[src/rtl/l2_pmem_burst_responder_pkg.sv]
// rtl/l2_pmem_burst_responder_pkg.sv - shared types and constants for the L2 pmem burst responder
package l2_pmem_burst_responder_pkg;

   localparam int LC3B_LINE_W         = 256;
   localparam int LC3B_BEAT_W         = 64;
   localparam int LC3B_BEATS_PER_LINE = 4;

   typedef logic [255:0] lc3b_c_block;
   typedef logic [63:0]  lc3b_mem_beat;
   typedef logic [1:0]   lc3b_beat_idx;

   typedef enum logic [1:0] {
      ST_IDLE     = 2'd0,
      ST_RD_BURST = 2'd1,
      ST_WR_BURST = 2'd2,
      ST_RESP     = 2'd3
   } pmem_state_e;

   // Beat byte address inside a line; the beat index never carries into the line bits.
   function automatic logic [15:0] beat_addr(input logic [15:0] line_base, input lc3b_beat_idx beat);
      return {line_base[15:5], beat, 3'b000};
   endfunction

endpackage

[src/rtl/l2_pmem_burst_responder.sv]
// rtl/l2_pmem_burst_responder.sv - services whole-line L2 pmem requests as 4-beat bursts on the memory bus
module l2_pmem_burst_responder
   import l2_pmem_burst_responder_pkg::*;
#(
   parameter int LINE_W = LC3B_LINE_W,
   parameter int BEAT_W = LC3B_BEAT_W
) (
   input  logic              clk,
   input  logic              rst_n,
   input  logic [15:0]       pmem_address,
   input  logic              pmem_read,
   input  logic              pmem_write,
   input  logic [LINE_W-1:0] pmem_wdata,
   output logic [LINE_W-1:0] pmem_rdata,
   output logic              pmem_resp,
   output logic [15:0]       mbus_addr,
   output logic              mbus_read,
   output logic              mbus_write,
   output logic [BEAT_W-1:0] mbus_wdata,
   input  logic [BEAT_W-1:0] mbus_rdata,
   input  logic              mbus_ready
);

   localparam lc3b_beat_idx LAST_BEAT = lc3b_beat_idx'(LC3B_BEATS_PER_LINE - 1);

   pmem_state_e       state;
   lc3b_beat_idx      beat;
   logic [15:0]       addr_reg;
   logic [LINE_W-1:0] wdata_reg;
   logic [LINE_W-1:0] rdata_reg;

   always_ff @(posedge clk or negedge rst_n) begin
      if (!rst_n) begin
         state     <= ST_IDLE;
         beat      <= '0;
         addr_reg  <= '0;
         wdata_reg <= '0;
         rdata_reg <= '0;
      end else begin
         case (state)
            ST_IDLE: begin
               // A simultaneous read and write is illegal; the write-back is served.
               if (pmem_write) begin
                  addr_reg  <= {pmem_address[15:5], 5'b0};
                  wdata_reg <= pmem_wdata;
                  beat      <= '0;
                  state     <= ST_WR_BURST;
               end else if (pmem_read) begin
                  addr_reg  <= {pmem_address[15:5], 5'b0};
                  beat      <= '0;
                  state     <= ST_RD_BURST;
               end
            end
            ST_RD_BURST: begin
               if (mbus_ready) begin
                  rdata_reg[BEAT_W*int'(beat) +: BEAT_W] <= mbus_rdata;
                  beat <= beat + 2'd1;
                  if (beat == LAST_BEAT) state <= ST_RESP;
               end
            end
            ST_WR_BURST: begin
               if (mbus_ready) begin
                  beat <= beat + 2'd1;
                  if (beat == LAST_BEAT) state <= ST_RESP;
               end
            end
            ST_RESP: state <= ST_IDLE;
            default: state <= ST_IDLE;
         endcase
      end
   end

   // Strobes come straight off the state register so they cannot glitch.
   assign mbus_read  = (state == ST_RD_BURST);
   assign mbus_write = (state == ST_WR_BURST);
   assign pmem_resp  = (state == ST_RESP);
   assign mbus_addr  = beat_addr(addr_reg, beat) | {11'b0, addr_reg[4:0]};
   assign mbus_wdata = wdata_reg[BEAT_W*int'(beat) +: BEAT_W];
   assign pmem_rdata = rdata_reg;

endmodule

[config.mk]
export PLATFORM = sky130hd
export DESIGN_NAME = l2_pmem_burst_responder
export DESIGN_NICKNAME = d
export VERILOG_FILES = /design/src/rtl/l2_pmem_burst_responder_pkg.sv /design/src/rtl/l2_pmem_burst_responder.sv
export SDC_FILE = /design/constraint.sdc
export NUM_CORES = 1
export LEC_CHECK = 0
export BUFFER_PORTS_ARGS = -buffer_cell sky130_fd_sc_hd__buf_2
export CORE_AREA = 8 8 260 262
export CTS_CLUSTER_SIZE = 16
export DETAILED_ROUTE_END_ITERATION = 6
export DIE_AREA = 0 0 268 270
export GPL_ROUTABILITY_DRIVEN = 0
export PLACE_DENSITY = 0.54
export SLEW_MARGIN = 30
export SYNTH_ARGS = -nofsm -noshare
export SYNTH_HDL_FRONTEND = slang
export SYNTH_SLANG_ARGS = --single-unit
[constraint.sdc]
create_clock -name clk -period 3 [get_ports clk]
set_clock_uncertainty 0.05 [all_clocks]
set_input_delay 0.45 -clock clk [delete_from_list [all_inputs] [get_ports clk]]
set_output_delay 0.45 -clock clk [all_outputs]
set_load 0.02 [all_outputs]
==> Word level (Yosys, flattened, before mapping) <==
Index checks and enable logic that the tools add are counted.
{ "op_classes": {"n_reduce_logical": 9, "add_sub_neg": 2, "shift": 3, "bitwise_logic": 1, "n_eq_ne": 7, "mux": 12} }
{ "op_table": {"columns": ["op", "n"], "rows": [
  ["$bwmux W256", 1],
  ["$shift A64 B33 Y256 const A", 1],
  ["$shiftx A256 B9 Y64", 1],
  ["$shiftx A64 B33 Y256", 1],
  ["$neg A8 Y33", 1],
  ["$mux W16", 2],
  ["$or A16 B5 Y16", 1],
  ["$mux W2", 7],
  ["$eq A2 B2 Y1 const B", 3],
  ["$pmux W2 S3", 1],
  ["$reduce_and A2 Y1", 3],
  ["$reduce_and A3 Y1", 2],
  ["$ne A2 B1 Y1 const B", 2],
  ["$pmux W2 S2", 1],
  ["$reduce_bool A2 Y1", 2],
  ["$ne A3 B3 Y1 const B", 1],
  ["$add A2 B1 Y2 const B", 1],
  ["$eq A2 B1 Y1 const B", 1],
  ["$logic_not A2 Y1", 1],
  ["$reduce_or A2 Y1", 1]
]} }
{ "word_totals": {"register_bits": 532, "wordCells": 39} }

==> Logic depth before layout (Yosys ltp) <==
Gate-level depths: netlist of run 1.
{ "depth": {"ltp_word": 4, "mapped_depth": 8} }

==> Worst setup path after synthesis of run 1 <==
OpenSTA, ideal clock, no wires.
{ "synth_path": {"path_type": "register to register", "startpoint": "reg beat[1]", "endpoint": "reg rdata_reg[101], in the netlist pmem_rdata[101]", "arrival_ps": 2678, "period_less_slack_ps": 2792, "stages_incl_launch_ff": 9, "n_path_buf": 3, "slack_ps": 208, "setup_ps": 64, "path_cell_list": "dfrtp_1 -> clkbuf_1 -> buf_1 -> inv_1 -> ha_1 -> nand2b_4 -> nor4_4 -> buf_6 -> a22o_2"} }
{ "synth_between": {"elab_chain_len": 3, "word_cells_on_any_way": 4, "classes_between": "1 x add/sub; 2 x shift; 1 x mux"} }
{ "synth_rtl": {"columns": ["item", "line", "text"], "rows": [
  ["start: declaration", "l2_pmem_burst_responder.sv:27", "lc3b_beat_idx beat;"],
  ["start signal: assignment", "l2_pmem_burst_responder.sv:57", "beat <= beat + 2'd1;"],
  ["start signal: assignment", "l2_pmem_burst_responder.sv:63", "beat <= beat + 2'd1;"],
  ["$neg A8 Y33 (*)", "l2_pmem_burst_responder.sv:56", "rdata_reg[BEAT_W*int'(beat) +: BEAT_W] <= mbus_rdata;"],
  ["$shiftx A64 B33 Y256 / $shift A64 B33 Y256 (equally long branches)", "l2_pmem_burst_responder.sv:56", null],
  ["$bwmux W256 (*)", "l2_pmem_burst_responder.sv:56", null],
  ["end signal: indexed assignment", "l2_pmem_burst_responder.sv:56", null],
  ["end: declaration", "l2_pmem_burst_responder.sv:30", "logic [LINE_W-1:0] rdata_reg;"]
]} }
Every way passes the cells marked *; elsewhere a longest branch is shown, timed or not.
A chain may end at the register's enable or synchronous reset.

==> Worst setup path after layout of run 1 <==
{ "layout_path": {"startpoint": "reg beat[0]", "endpoint": "out mbus_wdata[24]"} }
{ "layout_between": {"elab_chain_len": 1} }
{ "layout_rtl": {"columns": ["item", "line", "text"], "rows": [
  ["$shiftx A256 B9 Y64", "l2_pmem_burst_responder.sv:78", "assign mbus_wdata = wdata_reg[BEAT_W*int'(beat) +: BEAT_W];"],
  ["end: declaration", "l2_pmem_burst_responder.sv:19", "output logic [BEAT_W-1:0] mbus_wdata,"]
]} }
Every way passes these cells.

==> flow_summary.yaml, run 1 <==
yosys:
  async_reset_ff_share_pct: 100
  ys_seq_elements: 527
  yosysSeqAreaShare_pct: 62.9
  synth.most_common_cell: "dfrtp_1"
  netlist_top_cells_area: "dfrtp_1, mux2_2, a22o_1, mux4_2, a22o_2"
  avgSynthCellArea_um2: 16.6
  synth_top_area_share_pct: 62.9
  synth-main-ff-cell: "dfrtp_1"
  syn_inst: 1262
  yosysTopAreaCell: "dfrtp_1"
  yosys_warnings: 0
  synth_edf_count: 0
  synth_cell_type_count: 27
  syn_area_um2: 21000
  synth.top_cells.by_count: "dfrtp_1, mux2_2, a22o_1, mux4_2, a22o_2"
pwr:
  combPwrFrac_pct: 37.0
  swShare_pct: 34.0
  p_clk_share_pct: 25.1
  p_switching_w: 0.00976
  vdd_drop_max_mv: 0.604
  sequentialPowerShare_pct: 37.9
  p_leak_nw: 14.6
  intPower_w: 0.0189
  total_power_w: 0.0287
  power.density_nw_per_um2: 968
flow_run:
  drv_cap: 0
setup_path:
  worst-path-stages: 3
  worst_setup_path_end_kind: "primary output"
  critPathMaxFanout: 28
  crit_path_top_delay_cell: "mux4_2"
  crit_chain: "buf_12 > mux4_2 > buf_2"
  path_delay_family: "multiplexers"
  critPathKind: "flop to primary output"
  critical_path_buf_inv_count: 2
  slowest_delay_ns: 0.59
  reg2reg_depth: 6
  cp.arrival_ns: 2.25
  start_kind: "flop"
  cp.required_ns: 2.50
global_routing:
  grt_pass1_wl_mm: 111
  grt_overflow: 0
  grt_usage_pct: 19.7
  grt_max_degree: 83
  grt_pass1_vias: 16700
  antenna_found_initial: 18
detailed_routing:
  avgRoutedWirePerCell_um: 24.1
  viasPerCell: 5.04
  drc_errors: 0
  vias: 15500
  drt_first_iter_violations: 1225
  routed_wirelength_mm: 74.2
  postRouteAntennaNets: 0
  dr.pass1.iters: 5
finish:
  nNetsFinal: 2512
  layout-area-overhead-vs-synth_pct: 41.4
  seqCellArea_um2: 13200
  drive_gt1_share_pct: 55.2
  fillCellCount: 5681
  multi_input_area_um2: 7230
status:
  status: "completed"
placed_design:
  hpwl_mm: 54.0
  port-buffer-count: 671
clocking:
  clkSlewWorstSetupHoldPaths_ns: 0.06
  insertion_delay_ns: 0.59
  clockBufferDepth: 3
  numCtsBuffers: 58
  htree_levels: 2
  clk_root_buffer_cell: "clkbuf_16"
  cts_tree: "yes"
  cts_sinks: 527
timing:
  fin_crit_sh_pct: 91.6
  setup_viol: 0
  fmax_mhz: 364
  hold_viol: 0
  min_period_ns: 2.75
  rsz0062_at_grt: "false"
  fin_hold_ws_ns: 0.0284
  drv_slew: 0
  worst_pin_slew_ns: 0.939
  slew_headroom_pct: 37.4
  timing.setup.tns_ns: 0
die:
  die_area_um2: 72400
  die_h_um: 270
  ioPinCount: 680
  core-area_um2: 63600
  row_count: 93
  start_util_pct: 32.9
  die_w_um: 268
worst_hold_path:
  whs_path_depth: 2
  hp-class: "input port to flop"
cells by family (layout without fill, tap and decap cells):
family / count (synthesis) / count (layout) / synth area share, %
DFF: 527 / 527 / 62.9
AOI/OAI and AO/OA: 260 / 260 / 11.2
buffers and inverters: 104 / 1046 / 2.76
adders and majority gates: 12 / 12 / 0.716
and+or+nand+nor: 23 / 23 / 0.985
muxes: 335 / 335 / 21.4
other: 1 / 19 / 0.0179
final timing paths:
| check | slack, ns | startpoint | to |
|---|---|---|---|
| max | 0.25 | beat[0] | mbus_wdata[24] |
| min | 0.03 | pmem_wdata[65] | wdata_reg[65] |
| min reg2reg | 0.45 | pmem_rdata[75] | pmem_rdata[75] |
| max in group asynchronous | 1.53 | rst_n | wdata_reg[248] |
| max reg2reg | 0.70 | beat[0] | pmem_rdata[186] |
| min in group asynchronous | 0.33 | rst_n | pmem_rdata[126] |
worst register-to-register path, stage by stage (launching register included):
cell      delay [ns]
dfrtp_4         0.55
inv_2           0.15
ha_1            0.53
nand2b_4        0.13
nor4_4          0.22
buf_12          0.31
a22o_2          0.30
area by class of cell:
class	count	share of cell area, %
antenna	16	0.135
clock buffer	85	5.74
clock inverter	22	0.857
inverter	7	0.0886
multi-input combinational	633	24.4
sequential	527	44.5
tap	855	3.61
timing repair buffer	932	20.7
per-layer routing:
layer | vias up | share of wire, % | track usage [%] | wire, µm
li1 | 6632 | - | - | -
met5 | - | 0.069 | 0 | 51
met3 | 92 | 9.1 | 6.26 | 6750
met2 | 675 | 49 | 33.2 | 36200
met1 | 8115 | 40 | 24.5 | 29600
met4 | 8 | 2.1 | 4.70 | 1590
power by group through the flow:
| stage | Combinational (W) | Sequential (W) | Clock, W |
|---|---|---|---|
| 2_1_floorplan | 0.00631 | 0.0112 | 0 |
| 6_report | 0.0106 | 0.0109 | 0.00721 |
| 3_5_place_dp | 0.0104 | 0.0110 | 0 |
| 4_1_cts | 0.0107 | 0.0109 | 0.00740 |
| 5_1_grt | 0.0113 | 0.0111 | 0.00768 |
| 3_3_place_gp | 0.0103 | 0.0109 | 0 |
repair_timing:
| action | in CTS | in global routing |
|---|---|---|
| setup endpoints to repair | 14 | 2 |
| gates resized for setup | 1 | 0 |
| buffers inserted | 0 | 4 |
| hold buffers | 216 | 0 |
| pin swaps | 0 | 0 |
| endpoints found under the hold margin | 265 | 0 |
through the flow:
stage               utilization, %  cell area, µm²  std cells  setup WS (ns)
floorplan                        -           21000       1264          0.208
CTS                           46.5           29600       3057         0.0195
finish                        46.6           29600       3077          0.253
detailed placement            40.0           25500       2734          0.525
global placement              40.0           25500       2734          0.566
global route                  46.5           29600       3069          0.143
placed cells by master (no fill, tap or decap), types with 15 or more instances in the layout:
cell type | netlist | final
buf_4 | 8 | 24
buf_2 | 37 | 670
mux4_2 | 64 | 64
clkbuf_8 | 0 | 15
clkbuf_16 | 0 | 58
mux2_2 | 269 | 269
a22o_2 | 58 | 58
dfrtp_1 | 527 | 525
a22o_1 | 198 | 198
diode_2 | 0 | 16
buf_12 | 0 | 20
dlygate4sd3_1 | 0 | 216
No activity file was read; power rests on OpenSTA's default activity.
==> run 2, diff against run 1 <==
ABC_AREA = 1   (was unset)
CORE_AREA = 8 8 255 257   (was 8 8 260 262)
DIE_AREA = 0 0 263 265   (was 0 0 268 270)
PLACE_DENSITY = 0.59   (was 0.54)
==> flow_summary.yaml, run 2 <==
status:
  status: "completed"
timing:
  rsz0062_at_grt: "false"
  slew_headroom_pct: 35.9
  min_period_ns: 2.91
  worst_pin_slew_ns: 0.959
  fin_crit_sh_pct: 97.2
  hold_viol: 0
  setup_ws_ns: 0.0851
  fmax_mhz: 343
  drv_slew: 0
  setup_viol: 0
  timing.setup.tns_ns: 0
finish:
  nNetsFinal: 3866
  stdcell_area_um2: 30600
  drive_gt1_share_pct: 24.5
  layout-area-overhead-vs-synth_pct: 34.7
  final_common_cell: "nand2_1"
  final_cell_mix: "nand2_1, buf_2, dfrtp_1, nand3_1, o21ai_0"
  fillCellCount: 6130
  utilization_pct: 50.2
detailed_routing:
  routed_wirelength_mm: 97.6
  drc_errors: 0
  postRouteAntennaNets: 0
  drt_first_iter_violations: 1854
  viasPerCell: 5.06
  vias: 22100
  avgRoutedWirePerCell_um: 22.4
  dr.pass1.iters: 5
pwr:
  power.density_nw_per_um2: 1020
  total_power_w: 0.0312
  p_leak_nw: 17.0
  vdd_drop_max_mv: 0.526
global_routing:
  antenna_found_initial: 20
  grt_overflow: 0
  grt_usage_pct: 26.9
  grt_pass1_wl_mm: 144
  grt_pass1_vias: 22200
  grt_max_degree: 134
yosys:
  ys_seq_elements: 527
  yosys_warnings: 0
  async_reset_ff_share_pct: 100
  synth-main-ff-cell: "dfrtp_1"
  synth_cell_type_count: 19
  yosysSeqAreaShare_pct: 58.0
  netlist_top_cells_area: "dfrtp_1, nand2_1, nand3_1, o21ai_0, nor2_1"
  synth.most_common_cell: "nand2_1"
  avgSynthCellArea_um2: 8.23
  synth_top_area_share_pct: 58.0
  syn_area_um2: 22700
  syn_inst: 2763
  yosysTopAreaCell: "dfrtp_1"
  synth.top_cells.by_count: "nand2_1, dfrtp_1, nand3_1, o21ai_0, nor2_1"
  synth_edf_count: 0
worst_hold_path:
  hp-class: "input port to flop"
clocking:
  cts_sinks: 527
  htree_levels: 2
  clk_root_buffer_cell: "clkbuf_16"
  clockBufferDepth: 3
  insertion_delay_ns: 0.63
  numCtsBuffers: 58
  cts_tree: "yes"
  clkSlewWorstSetupHoldPaths_ns: 0.06
placed_design:
  hpwl_mm: 69.0
  place_area_um2: 27300
  pre_cts_slack_ns: 0.500
  port-buffer-count: 671
setup_path:
  cp.arrival_ns: 2.41
  crit_path_top_delay_cell: "o21ai_0"
  cp.required_ns: 2.50
  critPathMaxFanout: 67
  slowest_delay_ns: 0.59
  worst_setup_path_end_kind: "primary output"
  crit_chain: "buf_12 > o21ai_0 > nand2_1 > buf_2"
  start_kind: "flop"
  critPathKind: "flop to primary output"
die:
  die_area_um2: 69700
  die_h_um: 265
  die_w_um: 263
  ioPinCount: 680
  row_count: 91
  core-area_um2: 61000
  start_util_pct: 37.3
flow_run:
  drv_cap: 0
-- run 2: cell types whose count changed after synthesis, moves of 68 or more --
cell / change
a22o_1: -198
nor2_1: +233
a21oi_1: +128
inv_1: +121
clkbuf_1: +68
o21ai_0: +243
mux2_2: -269
nand3_1: +321
nand2_1: +925
-- run 2: logic make-up (layout without fill, tap and decap cells) --
logic type / Yosys count / count (layout) / synth area share (%)
compound gates: 397 / 397 / 8.74
simple gates: 1498 / 1498 / 26.6
other cells: 1 / 16 / 0.0165
buf+inv: 328 / 1124 / 5.99
fa+ha+maj: 12 / 12 / 0.660
flops: 527 / 527 / 58.0
-- run 2: repair_timing --
item / in CTS / in global routing
buffers inserted: 0 / 1
pin swaps: 0 / 0
endpoints found under the setup margin: 15 / 5
gates resized for setup: 6 / 2
gates cloned: 0 / 1
endpoints found under the hold margin: 179 / 0
hold buffers: 129 / 0
-- run 2: worst max-delay path, delay by kind of cell (launching register included) --
family                 cells  cell delay, ns
AOI/OAI and AO/OA          1            0.59
DFF                        1            0.55
buffers and inverters      2            0.42
and+or+nand+nor            1            0.16
-- run 2: where the power goes --
group | switching [W] | internal (W) | leakage (nW) | total [W]
Clock | 0.00310 | 0.00433 | 0.976 | 0.00743
Sequential | 0.00123 | 0.00949 | 6.82 | 0.0107
Combinational | 0.00903 | 0.00400 | 9.25 | 0.0130
Total | 0.0134 | 0.0178 | 17.0 | 0.0312
-- run 2: final cells by class --
class,count,area (µm²),area share [%]
diodes,13,32.5,0.106
repair buffers,885,5660,18.5
clock inverters,27,313,1.02
multi-input cells,1910,8260,27.0
inverters,130,514,1.68
well taps,790,988,3.23
flip-flops and latches,527,13200,43.1
clock buffers,81,1670,5.44
repair inverters,1,11.3,0.0367
-- run 2: metrics by stage --
stage,std cells,hold slack [ns]
detailed placement,4112,0.403
global route,4359,0.00903
finish,4364,0.0351
global placement,4112,0.397
CTS,4349,0.000263
floorplan,2765,0.104
-- run 2: final timing paths --
path	from	endpoint	slack, ns	cells after the start
max	beat[0]	mbus_wdata[0]	0.09	4
min	pmem_wdata[193]	wdata_reg[193]	0.04	3
max reg2reg	beat[0]	pmem_rdata[184]	0.46	8
min reg2reg	wdata_reg[21]	wdata_reg[21]	0.42	2
max in group asynchronous	rst_n	pmem_rdata[56]	1.64	3
min in group asynchronous	rst_n	pmem_rdata[21]	0.31	2
-- run 2: metal layers --
layer / up-vias / part of all wire [%] / track usage (%)
met3: 173 / 7.9 / 7.01
met4: 10 / 3.4 / 8.42
li1: 10300 / - / -
met2: 912 / 50 / 47.7
met5: - / 0.057 / 0
met1: 10700 / 39 / 31.9
